### src/rtl/arith_pkg.sv
// rtl/arith_pkg.sv - shared arithmetic-library types, constants and helpers
//
// Purpose : common definitions for the bit-serial arithmetic blocks.
// Contents: sub_state_t FSM encoding, ARITH_WIDTH default operand width,
//           clog2() for sizing counters from parameters.
package arith_pkg;

  localparam int ARITH_WIDTH = 8;

  typedef enum logic [1:0] {
    IDLE  = 2'd0,
    SHIFT = 2'd1,
    DONE  = 2'd2
  } sub_state_t;

  // Smallest r with 2**r >= value; usable in constant expressions.
  function automatic int clog2(input int value);
    int r;
    r = 0;
    for (int i = 0; i < 32; i++) begin
      if ((1 << i) < value) r = i + 1;
    end
    return r;
  endfunction

endpackage

### src/rtl/full_subtractor_mux.sv
// rtl/full_subtractor_mux.sv - full-subtractor cell built from two 4:1 muxes
//
// Purpose : one-bit a - b - bi, d = a^b^bi, bo = ~a&b | ~a&bi | b&bi.
// Ports   : a, b, bi inputs; d difference bit, bo borrow-out.
module full_subtractor_mux (
  input  logic a,
  input  logic b,
  input  logic bi,
  output logic d,
  output logic bo
);

  logic [1:0] sel;
  logic       bi_n;

  assign sel  = {a, b};
  assign bi_n = ~bi;

  // Difference: inverts bi exactly when a != b.
  mux4to1 u_d_mux (
    .sel (sel),
    .d0  (bi),
    .d1  (bi_n),
    .d2  (bi_n),
    .d3  (bi),
    .y   (d)
  );

  // Borrow: a=0,b=1 always borrows; a=1,b=0 never; equal bits propagate bi.
  mux4to1 u_bo_mux (
    .sel (sel),
    .d0  (bi),
    .d1  (1'b1),
    .d2  (1'b0),
    .d3  (bi),
    .y   (bo)
  );

endmodule

### src/rtl/mux4to1.sv
// rtl/mux4to1.sv - single-bit 4:1 multiplexer
//
// Purpose : library 4:1 mux, building block of the mux-based adder/subtractor cells.
// Ports   : sel [1:0] select (sel[1] is MSB), d0..d3 data inputs, y output.
module mux4to1 (
  input  logic [1:0] sel,
  input  logic       d0,
  input  logic       d1,
  input  logic       d2,
  input  logic       d3,
  output logic       y
);

  always_comb begin
    y = d0;
    case (sel)
      2'b00:   y = d0;
      2'b01:   y = d1;
      2'b10:   y = d2;
      default: y = d3;
    endcase
  end

endmodule

### src/rtl/serial_subtractor_mux.sv
// rtl/serial_subtractor_mux.sv - bit-serial N-bit subtractor, LSB first
//
// Purpose : diff = a - b - bin over WIDTH clocks using one full_subtractor_mux cell.
// Ports   : clk, rst_n (async active-low), start, a, b, bin in;
//           busy, done (1-cycle pulse), diff, bout out;
//           ovf out only when SUB_OVERFLOW_EN is defined (signed overflow).
// Macro   : SUB_OVERFLOW_EN
module serial_subtractor_mux
  import arith_pkg::*;
#(
  parameter int WIDTH = ARITH_WIDTH
) (
  input  logic             clk,
  input  logic             rst_n,
  input  logic             start,
  input  logic [WIDTH-1:0] a,
  input  logic [WIDTH-1:0] b,
  input  logic             bin,
  output logic             busy,
  output logic             done,
  output logic [WIDTH-1:0] diff,
  output logic             bout
`ifdef SUB_OVERFLOW_EN
  ,
  output logic             ovf
`endif
);

  localparam int CW = clog2(WIDTH + 1);

  sub_state_t       state_q, state_d;
  logic [CW-1:0]    cnt_q, cnt_d;
  logic [WIDTH-1:0] a_sh_q, a_sh_d;
  logic [WIDTH-1:0] b_sh_q, b_sh_d;
  logic [WIDTH-1:0] diff_q, diff_d;
  logic             borrow_q, borrow_d;
  logic             bout_q, bout_d;
  logic             cell_d, cell_bo;
  logic [WIDTH:0]   diff_shift;

`ifdef SUB_OVERFLOW_EN
  logic a_msb_q, a_msb_d;
  logic b_msb_q, b_msb_d;
  logic ovf_q, ovf_d;
`endif

  full_subtractor_mux u_cell (
    .a  (a_sh_q[0]),
    .b  (b_sh_q[0]),
    .bi (borrow_q),
    .d  (cell_d),
    .bo (cell_bo)
  );

  // New bit enters at the MSB; after WIDTH shifts the first bit sits at bit 0.
  assign diff_shift = {cell_d, diff_q} >> 1;

  always_comb begin
    state_d  = state_q;
    cnt_d    = cnt_q;
    a_sh_d   = a_sh_q;
    b_sh_d   = b_sh_q;
    diff_d   = diff_q;
    borrow_d = borrow_q;
    bout_d   = bout_q;
`ifdef SUB_OVERFLOW_EN
    a_msb_d  = a_msb_q;
    b_msb_d  = b_msb_q;
    ovf_d    = ovf_q;
`endif
    case (state_q)
      IDLE: begin
        if (start) begin
          a_sh_d   = a;
          b_sh_d   = b;
          borrow_d = bin;
          cnt_d    = '0;
          state_d  = SHIFT;
`ifdef SUB_OVERFLOW_EN
          a_msb_d  = a[WIDTH-1];
          b_msb_d  = b[WIDTH-1];
`endif
        end
      end
      SHIFT: begin
        diff_d   = diff_shift[WIDTH-1:0];
        borrow_d = cell_bo;
        a_sh_d   = a_sh_q >> 1;
        b_sh_d   = b_sh_q >> 1;
        cnt_d    = cnt_q + CW'(1);
        if (cnt_q == CW'(WIDTH - 1)) begin
          state_d = DONE;
          bout_d  = cell_bo;
`ifdef SUB_OVERFLOW_EN
          // cell_d is the result MSB being shifted in on this edge.
          ovf_d   = (a_msb_q != b_msb_q) && (cell_d != a_msb_q);
`endif
        end
      end
      DONE: begin
        state_d = IDLE;
      end
      default: begin
        state_d = IDLE;
      end
    endcase
  end

  always_ff @(posedge clk or negedge rst_n) begin
    if (!rst_n) begin
      state_q  <= IDLE;
      cnt_q    <= '0;
      a_sh_q   <= '0;
      b_sh_q   <= '0;
      diff_q   <= '0;
      borrow_q <= 1'b0;
      bout_q   <= 1'b0;
`ifdef SUB_OVERFLOW_EN
      a_msb_q  <= 1'b0;
      b_msb_q  <= 1'b0;
      ovf_q    <= 1'b0;
`endif
    end else begin
      state_q  <= state_d;
      cnt_q    <= cnt_d;
      a_sh_q   <= a_sh_d;
      b_sh_q   <= b_sh_d;
      diff_q   <= diff_d;
      borrow_q <= borrow_d;
      bout_q   <= bout_d;
`ifdef SUB_OVERFLOW_EN
      a_msb_q  <= a_msb_d;
      b_msb_q  <= b_msb_d;
      ovf_q    <= ovf_d;
`endif
    end
  end

  assign busy = (state_q == SHIFT);
  assign done = (state_q == DONE);
  assign diff = diff_q;
  assign bout = bout_q;
`ifdef SUB_OVERFLOW_EN
  assign ovf  = ovf_q;
`endif

endmodule

### config.mk
export PLATFORM = sky130hd
export DESIGN_NAME = serial_subtractor_mux
export DESIGN_NICKNAME = d
export VERILOG_FILES = /design/src/rtl/arith_pkg.sv /design/src/rtl/full_subtractor_mux.sv /design/src/rtl/mux4to1.sv /design/src/rtl/serial_subtractor_mux.sv
export SDC_FILE = /design/constraint.sdc
export NUM_CORES = 1
export LEC_CHECK = 0
export ABC_AREA = 0
export CAP_MARGIN = 25
export CORE_MARGIN = 3
export CORE_UTILIZATION = 30
export DETAILED_ROUTE_END_ITERATION = 12
export DONT_BUFFER_PORTS = 1
export PLACE_DENSITY = 0.42
export SLEW_MARGIN = 20
export SYNTH_ARGS = -nofsm -noshare
export SYNTH_HDL_FRONTEND = slang
export SYNTH_SLANG_ARGS = --single-unit
export TNS_END_PERCENT = 30
### constraint.sdc
create_clock -name clk -period 2.3 [get_ports clk]
set_input_delay 0.115 -clock clk [delete_from_list [all_inputs] [get_ports clk]]
set_output_delay 0.115 -clock clk [all_outputs]
set_load 0.02 [all_outputs]
==> impl_metrics.ini <==
[worst_setup_path]
cp_slowest_cell = nor2b_1
worstPathArrival_ns = 2.26
critPathCaptureType = flop
crit_required_ns = 2.56
cp_max_fo = 11
rrSetupSlack_ns = 0.30
crit_type = flop to flop
cp-start-kind = flop
path_cells = nor2b_1 > a21oi_1 > dlygate4sd3_1 > o21ai_0
cpPeakStageDelay_ns = 0.63
critPathTopFamily = simple AND/OR/NAND/NOR gates
cp.buffers_inverters = 1

[synthesis]
yosysUniqueCellTypes = 38
synth.yosys.warnings = 0
syn_nets = 322
ys_seq_area_share_pct = 51.1
synth_seq_cells = 60
synth_area_mm2 = 0.00294
avgSynthCellArea_um2 = 9.79
synth_cells = 300

[pwr]
p_leak_nw = 1.61
p_per_area_mw_per_mm2 = 622
peakVddDrop_mv = 0.316

[route]
wl_per_cell_um = 15.0
drt_wl_total_um = 6840
first_iter_violations = 100
post-route-drc-count = 0
vias_per_cell = 4.96
vias = 2258
first_pass_iters = 4
ant_nets = 0

[cts]
path_clk_slew_ns = 0.07
htreeDepth = 3
cts_tree = built
cts.sinks = 60
clock_path_buffers = 2
postCtsSetupBuffers = 0
clkLatencyLatePin_ns = 0.33
cts_buffers = 9
root_buffer = clkbuf_8

[timing]
max_freq_mhz = 499
slew_violations = 0
fin_crit_sh_pct = 87.1
final-setup-viol-count = 0
setup-tns-final_ns = 0
hold_viol = 0
worst_slew_pin_slew_ns = 0.875
slew_headroom_pct = 41.6
skew_ns = 0.00694
rsz0062_at_grt = no
fin_crit_ns = 2.00

[worst_hold_path]
holdCritPathClass = primary input to flop

[floorplanning]
fp-row-count = 35
initial_utilization_pct = 31.3
io_pins = 31
die_x_um = 105
die_height_um = 105
dieArea_mm2 = 0.0110
core-area_mm2 = 0.00937

[placed_design]
dpl_cell_area_mm2 = 0.00310
portBuffers = 0
hpwl_um = 4340
gp_congestion = 0.723

[final_layout]
final_cell_mix = nand2_1 (60), dfrtp_1 (60), o21ai_0 (22), mux2i_1 (22), dlygate4sd3_1 (18)
areaGrowthSynthToFinish_pct = 20.1
nNetsFinal = 344
postLayoutCellArea_mm2 = 0.00353
fillerInstances = 959
drive_gt1_share_pct = 9.20
final_core_util_pct = 37.7
diodes = 0

[global_routing]
antenna_found_initial = 0
grt_max_degree = 61
grt_overflow_total = 0
grt_pass1_wl_um = 11900
use_met1_pct = 18.6
grt_pass1_vias = 2293
met3_usage_pct = 3.09
top_usage_layer = met2
use_met2_pct = 20.5
grt_util_all_layers_pct = 13.3

[run_status]
status = complete, no violations

[run]
drv_cap = 0
-- per-stage QoR --
stage,setup slack [ns],hold slack [ns],total power [mW],cells
after global routing,0.0687,0.0211,2.28,455
after CTS,0.296,0.000447,2.23,455
final,0.296,0.00922,2.19,455
after floorplan,0.670,-0.181,1.09,300
after detailed placement,0.404,-0.177,1.08,421
after global placement,0.358,-0.178,1.08,421
-- final cells by class --
class | instances | area, um^2 | share of cell area, %
tap | 129 | 161 | 4.57
timing repair buffer | 27 | 268 | 7.59
clock buffer | 11 | 151 | 4.29
clock inverter | 4 | 72.6 | 2.06
sequential | 60 | 1500 | 42.6
multi-input combinational | 217 | 1350 | 38.2
inverter | 7 | 26.3 | 0.745
-- power breakdown --
group | internal [mW] | total, mW | leakage [nW] | switching (mW)
Clock | 0.661 | 1.08 | 0.111 | 0.417
Combinational | 0.0294 | 0.0603 | 0.809 | 0.0308
Sequential | 1.05 | 1.05 | 0.693 | 0.0000288
Total | 1.75 | 2.19 | 1.61 | 0.447
-- synth_stat cells --
library cell | number | share of area, %
o311ai_0 | 1 | 0.30
or2_2 | 1 | 0.21
inv_1 | 6 | 0.77
nor4_4 | 1 | 0.72
buf_2 | 2 | 0.34
nand3_1 | 16 | 2.7
clkbuf_1 | 14 | 1.8
nor2b_1 | 12 | 2.6
o31ai_1 | 3 | 0.77
nand4_1 | 10 | 2.1
nor2_1 | 2 | 0.26
a21oi_1 | 9 | 1.5
mux2_2 | 2 | 0.77
nor4_1 | 8 | 1.7
mux2i_1 | 22 | 7.5
and3_1 | 4 | 0.85
o21ai_0 | 22 | 3.7
nand4b_1 | 3 | 0.89
a22oi_1 | 15 | 3.8
and2_0 | 1 | 0.21
o21bai_1 | 1 | 0.26
a21o_1 | 1 | 0.26
nand2_1 | 60 | 7.7
nand3b_1 | 1 | 0.26
a2bb2oi_1 | 1 | 0.30
nand4_4 | 1 | 0.72
nor4_2 | 1 | 0.43
nor4bb_1 | 1 | 0.34
ha_1 | 1 | 0.43
a22o_1 | 3 | 0.89
nand2b_1 | 2 | 0.43
dfrtp_1 | 60 | 51
fa_1 | 1 | 0.68
o41ai_1 | 1 | 0.30
and4_1 | 2 | 0.60
nor3_1 | 5 | 0.85
clkinv_1 | 1 | 0.13
o211ai_1 | 3 | 0.77
-- metal layers --
| layer | wire length, um | vias to the layer above |
|---|---|---|
| li1 | - | 1131 |
| met1 | 3310 | 1086 |
| met2 | 3220 | 33 |
| met3 | 218 | 8 |
| met4 | 92 | 0 |
| met5 | 0 | - |
-- final timing paths --
check                                            start                     to  depth (start not counted)
min in group asynchronous                        rst_n  cnt_q[24]$_DFFE_PN0P_                          2
max in group asynchronous                        rst_n  cnt_q[15]$_DFFE_PN0P_                          2
worst min-delay path                              b[6]  b_sh_q[6]$_DFFE_PN0P_                          2
worst max register to register  state_q[1]$_DFFE_PN0P_   borrow_q$_DFFE_PN0P_                          4
worst max-delay path            state_q[1]$_DFFE_PN0P_   borrow_q$_DFFE_PN0P_                          4
worst min register to register   cnt_q[31]$_DFFE_PN0P_  cnt_q[31]$_DFFE_PN0P_                          1
-- sequential cells by signal, indices dropped and copies added (netlist names) --
signal / count
a_sh_q: 8
borrow_q: 1
state_q: 2
bout: 1
cnt_q: 32
b_sh_q: 8
diff: 8
-- kinds of logic (layout without fill, tap and decap cells) --
family | Yosys count | after routing | share of synthesized area, %
simple gates | 131 | 131 | 23.6
mux | 24 | 24 | 8.26
buf+inv | 23 | 49 | 3.02
flops | 60 | 60 | 51.1
fa+ha+maj | 2 | 2 | 1.11
compound gates | 60 | 60 | 12.9
-- worst register-to-register path: cells and delay by family (launching register included) --
| kind | cells | cell delay [ns] |
|---|---|---|
| compound gates | 2 | 0.29 |
| buf+inv | 1 | 0.58 |
| flops | 1 | 0.44 |
| simple gates | 1 | 0.63 |
-- timing repair --
item / CTS / global route
gates resized for setup: 0 / 0
hold buffers: 19 / 0
endpoints found under the hold margin: 76 / 0
Note: power is estimated with default switching activity, not from simulation.
